File: config.mk
export PLATFORM = sky130hd
export DESIGN_NAME = rx_payload_enq_alloc_flat
export DESIGN_NICKNAME = d
export VERILOG_FILES = /design/src/rtl/rx_payload_enq_alloc_pkg.sv /design/src/rtl/rx_payload_enq_alloc_if.sv /design/src/rtl/rx_payload_enq_alloc_q_ptr_full_check.sv /design/src/rtl/rx_payload_enq_alloc.sv /design/src/flat_wrapper.sv
export SDC_FILE = /design/constraint.sdc
export NUM_CORES = 1
export LEC_CHECK = 0
export ABC_AREA = 1
export CAP_MARGIN = 20
export CELL_PAD_IN_SITES_DETAIL_PLACEMENT = 0
export CELL_PAD_IN_SITES_GLOBAL_PLACEMENT = 1
export CORE_ASPECT_RATIO = 1.1
export CORE_MARGIN = 1.5
export CORE_UTILIZATION = 34
export CTS_BUF_LIST = sky130_fd_sc_hd__clkbuf_4
export DETAILED_ROUTE_END_ITERATION = 12
export PLACE_DENSITY_LB_ADDON = 0.1
export SKIP_LAST_GASP = 1
export SLEW_MARGIN = 25
export SYNTH_ARGS = -nofsm -noshare
export SYNTH_HDL_FRONTEND = slang
export SYNTH_SLANG_ARGS = --single-unit
File: constraint.sdc
create_clock -name clk -period 2.3 [get_ports clk]
set_clock_uncertainty 0.2 [all_clocks]
set_input_delay 0.46 -clock clk [delete_from_list [all_inputs] [get_ports clk]]
set_output_delay 0.46 -clock clk [all_outputs]
set_load 0.02 [all_outputs]
File: src/rtl/rx_payload_enq_alloc_pkg.sv
// Shared types for the RX payload enqueue allocator.
// Widths, FSM states and the response bundle.
package rx_payload_enq_alloc_pkg;

  localparam int RX_FLOW_ID_W        = 8;
  localparam int RX_PAYLOAD_Q_SIZE_W = 7;
  localparam int RX_PAYLOAD_PTR_W    = RX_PAYLOAD_Q_SIZE_W + 1;
  localparam int RX_DROP_CNT_W       = 32;

  typedef enum logic [2:0] {
    ST_IDLE,
    ST_QUERY,
    ST_WAIT_RESP,
    ST_WR_TAIL,
    ST_RESP
  } rx_enq_state_e;

  typedef struct packed {
    logic                           accept;
    logic [RX_PAYLOAD_Q_SIZE_W-1:0] slot;
    logic [RX_FLOW_ID_W-1:0]        flowid;
  } rx_enq_resp_struct;

endpackage

File: src/rtl/rx_payload_enq_alloc_if.sv
// Handshake bundle around the RX payload enqueue allocator.
// slave = allocator side, master = surrounding pipe/memories.
interface rx_payload_enq_alloc_if #(
  parameter int FLOW_ID_W = 8,
  parameter int Q_SIZE_W  = 7
);
  logic                 enq_req_val;
  logic [FLOW_ID_W-1:0] enq_req_flowid;
  logic                 enq_req_rdy;

  logic                 q_full_req_val;
  logic [FLOW_ID_W-1:0] q_full_req_flowid;
  logic                 q_full_req_rdy;

  logic                 q_full_resp_val;
  logic [Q_SIZE_W:0]    q_full_resp_head_index;
  logic [Q_SIZE_W:0]    q_full_resp_tail_index;
  logic                 q_full_resp_rdy;

  logic                 tail_ptr_wr_req_val;
  logic [FLOW_ID_W-1:0] tail_ptr_wr_req_addr;
  logic [Q_SIZE_W:0]    tail_ptr_wr_req_data;
  logic                 tail_ptr_wr_req_rdy;

  logic                 enq_resp_val;
  logic                 enq_resp_accept;
  logic [Q_SIZE_W-1:0]  enq_resp_slot;
  logic [FLOW_ID_W-1:0] enq_resp_flowid;
  logic                 enq_resp_rdy;

  modport slave (
    input  enq_req_val, enq_req_flowid,
    output enq_req_rdy,
    output q_full_req_val, q_full_req_flowid,
    input  q_full_req_rdy,
    input  q_full_resp_val, q_full_resp_head_index,
    input  q_full_resp_tail_index,
    output q_full_resp_rdy,
    output tail_ptr_wr_req_val, tail_ptr_wr_req_addr,
    output tail_ptr_wr_req_data,
    input  tail_ptr_wr_req_rdy,
    output enq_resp_val, enq_resp_accept,
    output enq_resp_slot, enq_resp_flowid,
    input  enq_resp_rdy
  );

  modport master (
    output enq_req_val, enq_req_flowid,
    input  enq_req_rdy,
    input  q_full_req_val, q_full_req_flowid,
    output q_full_req_rdy,
    output q_full_resp_val, q_full_resp_head_index,
    output q_full_resp_tail_index,
    input  q_full_resp_rdy,
    input  tail_ptr_wr_req_val, tail_ptr_wr_req_addr,
    input  tail_ptr_wr_req_data,
    output tail_ptr_wr_req_rdy,
    input  enq_resp_val, enq_resp_accept,
    input  enq_resp_slot, enq_resp_flowid,
    output enq_resp_rdy
  );
endinterface

File: src/rtl/rx_payload_enq_alloc_q_ptr_full_check.sv
// Head/tail pointer classification for a per-flow ring.
// MSB of each pointer is the wrap bit.
module rx_q_ptr_full_check #(
  parameter int Q_SIZE_W = 7
) (
  input  logic [Q_SIZE_W:0] head,
  input  logic [Q_SIZE_W:0] tail,
  output logic              full,
  output logic              empty,
  output logic [Q_SIZE_W:0] next_tail
);
  localparam int PTR_W = Q_SIZE_W + 1;

  // Same slot on opposite laps is full; same lap is empty.
  always_comb begin
    full      = (head[Q_SIZE_W] != tail[Q_SIZE_W]) &&
                (head[Q_SIZE_W-1:0] == tail[Q_SIZE_W-1:0]);
    empty     = (head == tail);
    next_tail = tail + PTR_W'(1);
  end
endmodule

File: src/rtl/rx_payload_enq_alloc.sv
// RX payload enqueue allocator: query fullness, bump tail, answer.
// One request in flight, so no tail read-after-write hazard.
module rx_payload_enq_alloc
  import rx_payload_enq_alloc_pkg::*;
#(
  parameter int FLOW_ID_W  = RX_FLOW_ID_W,
  parameter int Q_SIZE_W   = RX_PAYLOAD_Q_SIZE_W,
  parameter int DROP_CNT_W = RX_DROP_CNT_W
) (
  input  logic                  clk,
  input  logic                  rst,
  rx_payload_enq_alloc_if.slave bus,
  output logic [DROP_CNT_W-1:0] drop_cnt
);

  rx_enq_state_e         state_q, state_d;
  rx_enq_resp_struct     resp_q, resp_d;
  logic [Q_SIZE_W:0]     wr_data_q, wr_data_d;
  logic [DROP_CNT_W-1:0] drop_cnt_q, drop_cnt_d;

  logic enq_req_rdy_q, enq_req_rdy_d;
  logic q_req_val_q, q_req_val_d;
  logic q_resp_rdy_q, q_resp_rdy_d;
  logic wr_val_q, wr_val_d;
  logic resp_val_q, resp_val_d;

  logic              q_full;
  logic              unused_q_empty;
  logic [Q_SIZE_W:0] q_next_tail;

  rx_q_ptr_full_check #(
    .Q_SIZE_W (Q_SIZE_W)
  ) u_full_check (
    .head      (bus.q_full_resp_head_index),
    .tail      (bus.q_full_resp_tail_index),
    .full      (q_full),
    .empty     (unused_q_empty),
    .next_tail (q_next_tail)
  );

  // Next-state, latched bundle and drop count; outputs decode state_d.
  always_comb begin
    state_d    = state_q;
    resp_d     = resp_q;
    wr_data_d  = wr_data_q;
    drop_cnt_d = drop_cnt_q;
    unique case (state_q)
      ST_IDLE: begin
        if (bus.enq_req_val) begin
          resp_d.flowid = bus.enq_req_flowid;
          resp_d.accept = 1'b0;
          resp_d.slot   = '0;
          state_d       = ST_QUERY;
        end
      end
      ST_QUERY: begin
        if (bus.q_full_req_rdy) state_d = ST_WAIT_RESP;
      end
      ST_WAIT_RESP: begin
        if (bus.q_full_resp_val) begin
          if (q_full) begin
            resp_d.accept = 1'b0;
            resp_d.slot   = '0;
            if (!(&drop_cnt_q))
              drop_cnt_d = drop_cnt_q + DROP_CNT_W'(1);
            state_d = ST_RESP;
          end else begin
            resp_d.accept = 1'b1;
            resp_d.slot   =
              bus.q_full_resp_tail_index[Q_SIZE_W-1:0];
            wr_data_d     = q_next_tail;
            state_d       = ST_WR_TAIL;
          end
        end
      end
      ST_WR_TAIL: begin
        if (bus.tail_ptr_wr_req_rdy) state_d = ST_RESP;
      end
      ST_RESP: begin
        if (bus.enq_resp_rdy) state_d = ST_IDLE;
      end
      default: state_d = ST_IDLE;
    endcase
    enq_req_rdy_d = (state_d == ST_IDLE);
    q_req_val_d   = (state_d == ST_QUERY);
    q_resp_rdy_d  = (state_d == ST_WAIT_RESP);
    wr_val_d      = (state_d == ST_WR_TAIL);
    resp_val_d    = (state_d == ST_RESP);
  end

  // State and registered handshake outputs.
  always_ff @(posedge clk) begin
    if (rst) begin
      state_q       <= ST_IDLE;
      resp_q        <= '0;
      wr_data_q     <= '0;
      drop_cnt_q    <= '0;
      enq_req_rdy_q <= 1'b1;
      q_req_val_q   <= 1'b0;
      q_resp_rdy_q  <= 1'b0;
      wr_val_q      <= 1'b0;
      resp_val_q    <= 1'b0;
    end else begin
      state_q       <= state_d;
      resp_q        <= resp_d;
      wr_data_q     <= wr_data_d;
      drop_cnt_q    <= drop_cnt_d;
      enq_req_rdy_q <= enq_req_rdy_d;
      q_req_val_q   <= q_req_val_d;
      q_resp_rdy_q  <= q_resp_rdy_d;
      wr_val_q      <= wr_val_d;
      resp_val_q    <= resp_val_d;
    end
  end

  assign bus.enq_req_rdy          = enq_req_rdy_q;
  assign bus.q_full_req_val       = q_req_val_q;
  assign bus.q_full_req_flowid    = resp_q.flowid;
  assign bus.q_full_resp_rdy      = q_resp_rdy_q;
  assign bus.tail_ptr_wr_req_val  = wr_val_q;
  assign bus.tail_ptr_wr_req_addr = resp_q.flowid;
  assign bus.tail_ptr_wr_req_data = wr_data_q;
  assign bus.enq_resp_val         = resp_val_q;
  assign bus.enq_resp_accept      = resp_q.accept;
  assign bus.enq_resp_slot        = resp_q.slot;
  assign bus.enq_resp_flowid      = resp_q.flowid;
  assign drop_cnt                 = drop_cnt_q;

endmodule
File: src/flat_wrapper.sv
// flat-port wrapper written by rule: the top's interface ports become plain ports
module rx_payload_enq_alloc_flat import rx_payload_enq_alloc_pkg::*;
#(
  parameter int FLOW_ID_W  = RX_FLOW_ID_W,
  parameter int Q_SIZE_W   = RX_PAYLOAD_Q_SIZE_W,
  parameter int DROP_CNT_W = RX_DROP_CNT_W
)
  (clk, rst, drop_cnt, bus_enq_req_val, bus_enq_req_flowid, bus_enq_req_rdy, bus_q_full_req_val, bus_q_full_req_flowid, bus_q_full_req_rdy, bus_q_full_resp_val, bus_q_full_resp_head_index, bus_q_full_resp_tail_index, bus_q_full_resp_rdy, bus_tail_ptr_wr_req_val, bus_tail_ptr_wr_req_addr, bus_tail_ptr_wr_req_data, bus_tail_ptr_wr_req_rdy, bus_enq_resp_val, bus_enq_resp_accept, bus_enq_resp_slot, bus_enq_resp_flowid, bus_enq_resp_rdy);
  rx_payload_enq_alloc_if #(.FLOW_ID_W(FLOW_ID_W), .Q_SIZE_W(Q_SIZE_W)) bus_i ();
  input  logic clk;
  input  logic rst;
  output logic [DROP_CNT_W-1:0] drop_cnt;
  input wire logic [$bits(bus_i.enq_req_val)-1:0] bus_enq_req_val;
  input wire logic [$bits(bus_i.enq_req_flowid)-1:0] bus_enq_req_flowid;
  output wire logic [$bits(bus_i.enq_req_rdy)-1:0] bus_enq_req_rdy;
  output wire logic [$bits(bus_i.q_full_req_val)-1:0] bus_q_full_req_val;
  output wire logic [$bits(bus_i.q_full_req_flowid)-1:0] bus_q_full_req_flowid;
  input wire logic [$bits(bus_i.q_full_req_rdy)-1:0] bus_q_full_req_rdy;
  input wire logic [$bits(bus_i.q_full_resp_val)-1:0] bus_q_full_resp_val;
  input wire logic [$bits(bus_i.q_full_resp_head_index)-1:0] bus_q_full_resp_head_index;
  input wire logic [$bits(bus_i.q_full_resp_tail_index)-1:0] bus_q_full_resp_tail_index;
  output wire logic [$bits(bus_i.q_full_resp_rdy)-1:0] bus_q_full_resp_rdy;
  output wire logic [$bits(bus_i.tail_ptr_wr_req_val)-1:0] bus_tail_ptr_wr_req_val;
  output wire logic [$bits(bus_i.tail_ptr_wr_req_addr)-1:0] bus_tail_ptr_wr_req_addr;
  output wire logic [$bits(bus_i.tail_ptr_wr_req_data)-1:0] bus_tail_ptr_wr_req_data;
  input wire logic [$bits(bus_i.tail_ptr_wr_req_rdy)-1:0] bus_tail_ptr_wr_req_rdy;
  output wire logic [$bits(bus_i.enq_resp_val)-1:0] bus_enq_resp_val;
  output wire logic [$bits(bus_i.enq_resp_accept)-1:0] bus_enq_resp_accept;
  output wire logic [$bits(bus_i.enq_resp_slot)-1:0] bus_enq_resp_slot;
  output wire logic [$bits(bus_i.enq_resp_flowid)-1:0] bus_enq_resp_flowid;
  input wire logic [$bits(bus_i.enq_resp_rdy)-1:0] bus_enq_resp_rdy;
  assign bus_i.enq_req_val = bus_enq_req_val;
  assign bus_i.enq_req_flowid = bus_enq_req_flowid;
  assign bus_enq_req_rdy = bus_i.enq_req_rdy;
  assign bus_q_full_req_val = bus_i.q_full_req_val;
  assign bus_q_full_req_flowid = bus_i.q_full_req_flowid;
  assign bus_i.q_full_req_rdy = bus_q_full_req_rdy;
  assign bus_i.q_full_resp_val = bus_q_full_resp_val;
  assign bus_i.q_full_resp_head_index = bus_q_full_resp_head_index;
  assign bus_i.q_full_resp_tail_index = bus_q_full_resp_tail_index;
  assign bus_q_full_resp_rdy = bus_i.q_full_resp_rdy;
  assign bus_tail_ptr_wr_req_val = bus_i.tail_ptr_wr_req_val;
  assign bus_tail_ptr_wr_req_addr = bus_i.tail_ptr_wr_req_addr;
  assign bus_tail_ptr_wr_req_data = bus_i.tail_ptr_wr_req_data;
  assign bus_i.tail_ptr_wr_req_rdy = bus_tail_ptr_wr_req_rdy;
  assign bus_enq_resp_val = bus_i.enq_resp_val;
  assign bus_enq_resp_accept = bus_i.enq_resp_accept;
  assign bus_enq_resp_slot = bus_i.enq_resp_slot;
  assign bus_enq_resp_flowid = bus_i.enq_resp_flowid;
  assign bus_i.enq_resp_rdy = bus_enq_resp_rdy;
  rx_payload_enq_alloc #(.FLOW_ID_W(FLOW_ID_W), .Q_SIZE_W(Q_SIZE_W), .DROP_CNT_W(DROP_CNT_W)) u_core (.clk(clk), .rst(rst), .bus(bus_i), .drop_cnt(drop_cnt));
endmodule
==> results of run 1 <==
sequential cells by signal, summed over array words and instances (netlist names):
register,count
u_core.bus.enq_req_rdy,1
u_core.bus.enq_resp_slot,7
u_core.bus.q_full_req_val,1
u_core.bus.tail_ptr_wr_req_data,8
u_core.bus.tail_ptr_wr_req_val,1
u_core.bus.enq_resp_flowid,8
u_core.bus.enq_resp_accept,1
u_core.bus.q_full_resp_rdy,1
u_core.drop_cnt,32
u_core.bus.enq_resp_val,1
u_core.state_q,3
synth_stat cells (all sizes together):
library cell / instances
xnor2: 6
and2: 2
dfxtp: 64
nand4: 2
ha: 2
inv: 49
or2: 1
a21oi: 38
nor2: 120
nand2: 167
xor2: 11
nand3: 40
nor3: 4
o21ai: 42
buf: 27
clkbuf: 8
nand3b: 11
final cells by class:
class,count,area share
Multi-Input combinational cell,446,0.407
Timing Repair Buffer,135,0.254
Sequential cell,64,0.244
Inverter,49,0.0351
Tap cell,147,0.0351
Clock buffer,9,0.0129
Clock inverter,7,0.0119
worst paths after layout:
path                                                   from                          end  slack (ps)
worst max register to register           u_core.drop_cnt[1]           u_core.drop_cnt[5]         290
worst min register to register  u_core.bus.enq_resp_slot[0]  u_core.bus.enq_resp_slot[0]         270
worst max-delay path                    u_core.drop_cnt[27]                 drop_cnt[27]          90
worst min-delay path            u_core.bus.enq_resp_slot[0]  u_core.bus.enq_resp_slot[0]         270
kinds of logic (layout without fill, tap and decap cells):
logic type	count (synthesis)	in the layout	synth area share
adders and majority gates	2	2	0.00651
and+or+nand+nor	347	347	0.401
AOI/OAI and AO/OA	80	80	0.109
xor gates and xnor gates	17	17	0.0388
DFF	64	64	0.334
buffers and inverters	84	200	0.111
stage by stage:
stage	instance area, um^2	hold slack, ps	util	std cells	TNS (ps)
after floorplan	3840	343	-	594	0
after global placement	5110	258	0.467	841	-995
after detailed placement	5110	258	0.467	841	-1930
after CTS	5250	276	0.479	857	0
after global routing	5250	313	0.479	857	0
final	5250	274	0.479	857	0
power groups by stage:
stage | clock, W | combinational [W] | sequential, W
finish | 0.000777 | 0.000472 | 0.00117
CTS | 0.000803 | 0.000478 | 0.00117
global route | 0.000857 | 0.000512 | 0.00117
global placement | 0 | 0.000475 | 0.00119
floorplan | 0 | 0.000239 | 0.00123
detailed placement | 0 | 0.000475 | 0.00119
timing repair:
item | CTS | global route
hold buffers | 0 | 0
endpoints found under the setup margin | 0 | 1
resized for setup | 0 | 1
metal layers:
metal  share of wire  up-vias  wire length (um)
met4           0.023        0               260
met2            0.51      107              5750
li1                -     2087                 -
met3           0.045       17               508
met5               0        -                 0
met1            0.43     1796              4820
==> reports/results.tsv, run 1 <==
stage	metric	value	unit
critical_path	CP required	1640	ps
critical_path	critical path's slowest cell	clkdlybuf4s50_1	
placed_design	Final HPWL DP	8650	um
power	sw frac	0.302	
floorplan	I/O pin cnt	108	
global_routing	pin count of the biggest net entering global routing	32	
clocking	H-tree depth	3	
finish	fin nets	738	
critical_path	Critical Path Stages	1	
critical_path	crit path DAT	1550	ps
power	maximum vdd drop	306	uV
timing	Period Utilization, post-route	0.963	
finish	layout cells sized above 1	0.123	
run_status	status	finished clean	
drt	drt wl/cell	13.2	um
finish	register area	1280	um^2
critical_path	CP Launch Type	flip-flop	
finish	antenna diode count	0	
finish	Synth-to-Final Area Change	36.6	%
global_routing	gr usage total	0.200	
global_routing	initial antenna violation count	0	
synth	Syn Std Cell Area	3840	um^2
hold_path	Hold WC Path Type	reg2reg	
power	Leak	1.96	nW
synth	Yosys top cell area share	0.334	
global_routing	most used routing layer in global routing	met2	
global_routing	vias in the first global route	3853	
drt	WL final	11300	um
clocking	latest clock arrival within the worst-skew pair	420	ps
placed_design	RePlAce Congestion	0.825	
floorplan	Die X	104	um
global_routing	M1 GR Usage	0.231	
drt	routed vias/inst	4.68	
drt	Pre-Repair DR Iteration Count	5	
power	pwr dens	461	nW/um^2
hold_path	hold path cells	2	
synth	Mean Syn Cell Area	6.47	um^2
power	total power	0.00242	W
clocking	Max Buffers Root-to-Sink	2	
drt	DRC	0	
critical_path	crit-path max cell delay	660	ps
placed_design	pre-CTS setup slack	-115	ps
synth	Syn Inst Count	594	
synth	syn nets	627	
timing	Slew HR	0.744	
power	Power Internal	0.00169	W
timing	count of pins over their slew limit	0	
timing	max frequency	0.452	GHz
clocking	postcts setup bufs	0	
floorplan	row count	40	
power	Clock Power Share	0.321	
critical_path	nature of the critical path endpoint	output port	
drt	number of nets with antenna violations after routing	0	
clocking	clock root buffer	clkbuf_4	
clocking	total CTS buffers	9	
global_routing	Remaining Overflow, GRT	0	
clocking	TritonCTS clock tree	yes	
synth	Distinct cells, synth	29	
clocking	clock-pin slew reported for the worst setup and hold paths after clock tree synthesis	110	ps
finish	area of the multi-input gates	2130	um^2
global_routing	global-route track usage on met2	0.361	
timing	Final Hold Fails	0	
flow_run	total of max-cap violations	0	
power	Switching Power	0.000731	W
synth	yosys warns	0	
global_routing	first-pass GRT wire length	18700	um
finish	commonest non-fill, non-tap cell in the layout	nand2_1	
critical_path	Max Fanout on Critical Path	6	
synth	Area contributors post-synth	dfxtp_1, nand2_1, nor2_1	
timing	unrepaired setup endpoints after global routing	no	
floorplan	core area	11000	um^2
timing	final setup fails	0	
critical_path	CP bufs+invs	1	
critical_path	critical-path cell list	clkdlybuf4s50_1	
synth	cell taking the most area after synthesis	dfxtp_1	
finish	most frequent cells in the layout	nand2_1, nor2_1, clkdlybuf4s50_1	
critical_path	FF-to-FF path depth	10	
power	Flop pwr share	0.483	
critical_path	CP Class	reg2out	
timing	final setup margin	86.2	ps
critical_path	crit-path leading delay family	buffers and inverters	
synth	register area share after synthesis	0.334	
finish	Fill cells	1136	
drt	first-iteration detailed-routing DRC count	126	
placed_design	Port Buffers	107	
floorplan	DIE AREA	11900	um^2
timing	crit path time final	2210	ps
synth	synthesized flop and latch total	64	
drt	Vias	4007	
timing	worst slew pin tran	383	ps
floorplan	Initial Utilization	0.350	
global_routing	met3 usage	0.0359	
power	Comb power frac	0.195	
floorplan	die height	114	um
clocking	CTS sink cnt	64	
(Power assumes the default switching activity.)
==> run 2, diff against run 1 <==
GPL_TIMING_DRIVEN = 0   (was unset)
==> reports/results.tsv, run 2 (synthesis results as in run 1) <==
stage	metric	value	unit
floorplan	Initial Utilization	0.350	
timing	Period Utilization, post-route	0.960	
critical_path	flop2flop setup slack	180	ps
critical_path	CP Launch Type	flip-flop	
drt	number of nets with antenna violations after routing	0	
finish	fin nets	743	
drt	drt wl/cell	13.6	um
critical_path	CP required	1640	ps
run_status	status	finished clean	
flow_run	total of max-cap violations	0	
power	Flop pwr share	0.457	
finish	most frequent cells in the layout	nand2_1, nor2_1, clkdlybuf4s50_1	
power	Switching Power	0.000726	W
global_routing	initial antenna violation count	0	
critical_path	crit path DAT	1550	ps
drt	routed vias/inst	4.61	
clocking	Max Buffers Root-to-Sink	2	
timing	count of pins over their slew limit	0	
drt	WL final	11700	um
power	Leak	1.98	nW
timing	final setup fails	0	
global_routing	first-pass GRT wire length	18800	um
clocking	TritonCTS clock tree	yes	
floorplan	I/O pin cnt	108	
critical_path	nature of the critical path endpoint	output port	
floorplan	core area	11000	um^2
floorplan	row count	40	
timing	final setup margin	90.9	ps
drt	first-iteration detailed-routing DRC count	128	
timing	Final Hold Fails	0	
power	Clock Power Share	0.348	
finish	max reg flops	32	
clocking	CTS sink cnt	64	
global_routing	gr usage total	0.201	
finish	layout cells sized above 1	0.129	
finish	Synth-to-Final Area Change	36.8	%
power	Power Internal	0.00183	W
power	sw frac	0.284	
floorplan	Die X	104	um
timing	Slew HR	0.554	
critical_path	critical path's slowest cell	clkdlybuf4s50_1	
clocking	clock root buffer	clkbuf_4	
placed_design	RePlAce Congestion	0.851	
critical_path	crit-path leading delay family	buffers and inverters	
critical_path	CP bufs+invs	1	
power	Comb power frac	0.194	
power	maximum vdd drop	251	uV
placed_design	pre-CTS setup slack	-322	ps
clocking	clock-pin slew reported for the worst setup and hold paths after clock tree synthesis	120	ps
finish	antenna diode count	0	
global_routing	vias in the first global route	3828	
critical_path	crit-path max cell delay	650	ps
critical_path	CP Class	reg2out	
placed_design	Final HPWL DP	9140	um
critical_path	Max Fanout on Critical Path	6	
critical_path	critical-path cell list	clkdlybuf4s50_1	
timing	max frequency	0.453	GHz
clocking	H-tree depth	3	
timing	unrepaired setup endpoints after global routing	no	
finish	commonest non-fill, non-tap cell in the layout	nand2_1	
finish	Post-Route Utilization	0.480	
global_routing	Remaining Overflow, GRT	0	
drt	Vias	3972	
hold_path	Hold WC Path Type	in2reg	
drt	Pre-Repair DR Iteration Count	4	
placed_design	Port Buffers	105	
global_routing	pin count of the biggest net entering global routing	12	
clocking	latest clock arrival within the worst-skew pair	410	ps
clocking	total CTS buffers	9	
timing	worst slew pin tran	669	ps
floorplan	die height	114	um
power	pwr dens	486	nW/um^2
clocking	Post-CTS Hold Fix Bufs	0	
timing	crit path time final	2210	ps
drt	DRC	0	
floorplan	DIE AREA	11900	um^2
-- run 2: changes by cell type in the layout (fill, tap and decap cells not counted), moves of 2 or more --
cell | previous run | this run
dfxtp_1 | 63 | 61
dfxtp_2 | 1 | 3
clkdlybuf4s50_1 | 107 | 104
buf_12 | 4 | 0
clkinv_1 | 3 | 1
buf_2 | 0 | 4
clkbuf_1 | 0 | 6
buf_4 | 24 | 17
buf_6 | 0 | 4
clkbuf_2 | 0 | 2
-- run 2: layer usage --
| metal | vias up | wire length (um) | global-route usage |
|---|---|---|---|
| li1 | 2091 | - | - |
| met1 | 1793 | 5090 | 0.230 |
| met2 | 79 | 6040 | 0.372 |
| met3 | 9 | 473 | 0.0415 |
| met4 | 0 | 123 | 0.0639 |
| met5 | - | 0 | 0 |
-- run 2: final cells by class --
cell class	instances	area (um^2)
clock buffer	10	75.1
sequential	64	1280
tap	147	184
inverter	49	184
clock inverter	6	83.8
timing repair buffer	105	1050
fill	1135	5700
multi-input combinational	446	2150
buffer	35	244
-- run 2: stage by stage --
| stage | hold slack, ps | cell area (um^2) | std cells | setup TNS [ps] | power [W] |
|---|---|---|---|---|---|
| finish | 107 | 5260 | 862 | 0 | 0.00255 |
| global route | 62.5 | 5260 | 862 | 0 | 0.00269 |
| CTS | 76.2 | 5240 | 862 | 0 | 0.00259 |
| detailed placement | 256 | 5080 | 846 | -12500 | 0.00169 |
| global placement | 254 | 5080 | 846 | -13490 | 0.00169 |
| floorplan | 343 | 3840 | 594 | 0 | 0.00147 |
-- run 2: worst paths after layout --
check / depth (start not counted) / to / start
worst max-delay path: 1 / drop_cnt[3] / u_core.drop_cnt[3]
worst min-delay path: 3 / u_core.bus.enq_resp_slot[2] / bus_q_full_resp_tail_index[2]
worst min register to register: 2 / u_core.bus.enq_resp_slot[0] / u_core.bus.enq_resp_slot[0]
worst max register to register: 11 / u_core.drop_cnt[14] / u_core.drop_cnt[0]
-- run 2: repair_timing --
item                       CTS  global route
setup buffers                0             0
setup endpoints to repair   31            15
resized for setup            2             8
-- run 2: power by group through the flow --
stage / Combinational, W / Clock, W / Sequential [W]
2_1_floorplan: 0.000239 / 0 / 0.00123
3_3_place_gp: 0.000496 / 0 / 0.00119
3_5_place_dp: 0.000499 / 0 / 0.00119
4_1_cts: 0.000502 / 0.000923 / 0.00117
5_1_grt: 0.000540 / 0.000973 / 0.00117
6_report: 0.000496 / 0.000890 / 0.00117
==> run 3, diff against run 2 <==
CORE_ASPECT_RATIO = 0.5   (was 1.1)
==> reports/results.tsv, run 3 (synthesis results as in run 1) <==
stage	metric	value	unit
run_status	status	finished clean	
drt	first-iteration detailed-routing DRC count	208	
timing	max frequency	0.448	GHz
critical_path	critical-path cell list	clkdlybuf4s50_1	
clocking	Post-CTS Hold Fix Bufs	0	
drt	DRC	0	
timing	Final Hold Fails	0	
clocking	CTS sink cnt	64	
critical_path	crit path DAT	1570	ps
power	Flop pwr share	0.495	
clocking	clock root buffer	clkbuf_4	
critical_path	crit-path max cell delay	650	ps
flow_run	total of max-cap violations	0	
power	Power Internal	0.00160	W
global_routing	vias in the first global route	3646	
clocking	TritonCTS clock tree	yes	
global_routing	gr usage total	0.199	
timing	count of pins over their slew limit	0	
critical_path	CP Launch Type	flip-flop	
timing	worst slew pin tran	595	ps
timing	final setup fails	0	
critical_path	nature of the critical path endpoint	output port	
finish	commonest non-fill, non-tap cell in the layout	nand2_1	
floorplan	Die X	153	um
critical_path	CP required	1640	ps
timing	Slew HR	0.603	
global_routing	first-pass GRT wire length	18600	um
timing	Period Utilization, post-route	0.972	
placed_design	RePlAce Congestion	0.839	
power	Comb power frac	0.210	
critical_path	crit-path leading delay family	buffers and inverters	
power	maximum vdd drop	205	uV
critical_path	CP bufs+invs	1	
critical_path	Max Fanout on Critical Path	6	
power	sw frac	0.322	
clocking	total CTS buffers	9	
floorplan	I/O pin cnt	108	
hold_path	Hold WC Path Type	in2reg	
floorplan	DIE AREA	12000	um^2
drt	drt wl/cell	13.4	um
critical_path	CP Class	reg2out	
global_routing	initial antenna violation count	0	
global_routing	Remaining Overflow, GRT	0	
finish	fin nets	743	
drt	Vias	3984	
clocking	H-tree depth	3	
finish	antenna diode count	0	
clocking	latest clock arrival within the worst-skew pair	440	ps
floorplan	Initial Utilization	0.349	
drt	Pre-Repair DR Iteration Count	4	
placed_design	Port Buffers	105	
drt	WL final	11500	um
placed_design	Final HPWL DP	8910	um
power	Switching Power	0.000761	W
power	Leak	1.97	nW
power	Clock Power Share	0.295	
clocking	clock-pin slew reported for the worst setup and hold paths after clock tree synthesis	140	ps
finish	Synth-to-Final Area Change	35.8	%
placed_design	DP Area	5070	um^2
clocking	Max Buffers Root-to-Sink	2	
floorplan	die height	78.2	um
timing	crit path time final	2230	ps
timing	unrepaired setup endpoints after global routing	no	
finish	most frequent cells in the layout	nand2_1, nor2_1, clkdlybuf4s50_1	
floorplan	core area	11000	um^2
global_routing	pin count of the biggest net entering global routing	13	
finish	final instance area	5220	um^2
finish	max reg flops	32	
critical_path	critical path's slowest cell	clkdlybuf4s50_1	
drt	routed vias/inst	4.63	
power	pwr dens	453	nW/um^2
finish	layout cells sized above 1	0.131	
clocking	postcts setup bufs	0	
timing	sum of negative setup slack	0	ps
floorplan	row count	27	
drt	number of nets with antenna violations after routing	0	
==> run 3: cell count changes in the layout (fill, tap and decap cells not counted), sizes merged <==
cell / previous run / this run
bufinv: 2 / 0
clkinvlp: 2 / 4
clkbuf: 18 / 17
clkdlybuf4s50: 104 / 103
dlymetal6s2s: 1 / 2
inv: 49 / 50
==> run 3: tightest hold or removal path, cell delays in order <==
cell and delay (ps):
buf_6 110, nand2_1 60, a21oi_1 50
==> run 3: power by group through the flow <==
stage / combinational (W) / sequential (W) / clock, W
2_1_floorplan: 0.000239 / 0.00123 / 0
3_3_place_gp: 0.000496 / 0.00119 / 0
3_5_place_dp: 0.000497 / 0.00119 / 0
4_1_cts: 0.000499 / 0.00117 / 0.000725
5_1_grt: 0.000539 / 0.00118 / 0.000782
6_report: 0.000495 / 0.00117 / 0.000697
==> run 3: cell type report <==
class / count / area, um^2
clock buffer: 9 / 67.6
inverter: 49 / 184
buffer: 35 / 244
tap: 145 / 181
clock inverter: 7 / 47.5
timing repair buffer: 105 / 1060
sequential: 64 / 1290
multi-input combinational: 446 / 2150
fill: 1189 / 5800
==> run 3: path summary, 6_finish.rpt <==
kind                                       from  cells past startpoint  slack [ps]                     endpoint
setup reg to reg             u_core.drop_cnt[0]                     11         210           u_core.drop_cnt[8]
hold / removal    bus_q_full_resp_tail_index[2]                      3         100  u_core.bus.enq_resp_slot[2]
hold reg to reg     u_core.bus.enq_resp_slot[1]                      2         280  u_core.bus.enq_resp_slot[1]
setup / recovery            u_core.drop_cnt[26]                      1          70                 drop_cnt[26]
==> run 3: stage by stage <==
stage               setup WS (ps)  power (W)  utilization  hold WS [ps]  std cells
global route                 1.54    0.00250        0.474          77.5        860
detailed placement           -313    0.00169        0.461           260        844
global placement             -341    0.00169        0.461           257        844
CTS                         0.522    0.00239        0.471          71.8        860
floorplan                     225    0.00147            -           343        594
finish                       65.5    0.00236        0.474           103        860
==> run 3: routing by layer <==
metal / part of all wire / track usage / vias up
li1: - / - / 2094
met1: 0.51 / 0.275 / 1783
met2: 0.41 / 0.295 / 97
met3: 0.068 / 0.0663 / 10
met4: 0.0082 / 0.0490 / 0
met5: 0 / 0 / -
==> run 3: timing repair <==
item	in CTS	in global routing
resized for setup	2	11
cloned	0	0
setup endpoints to repair	31	26
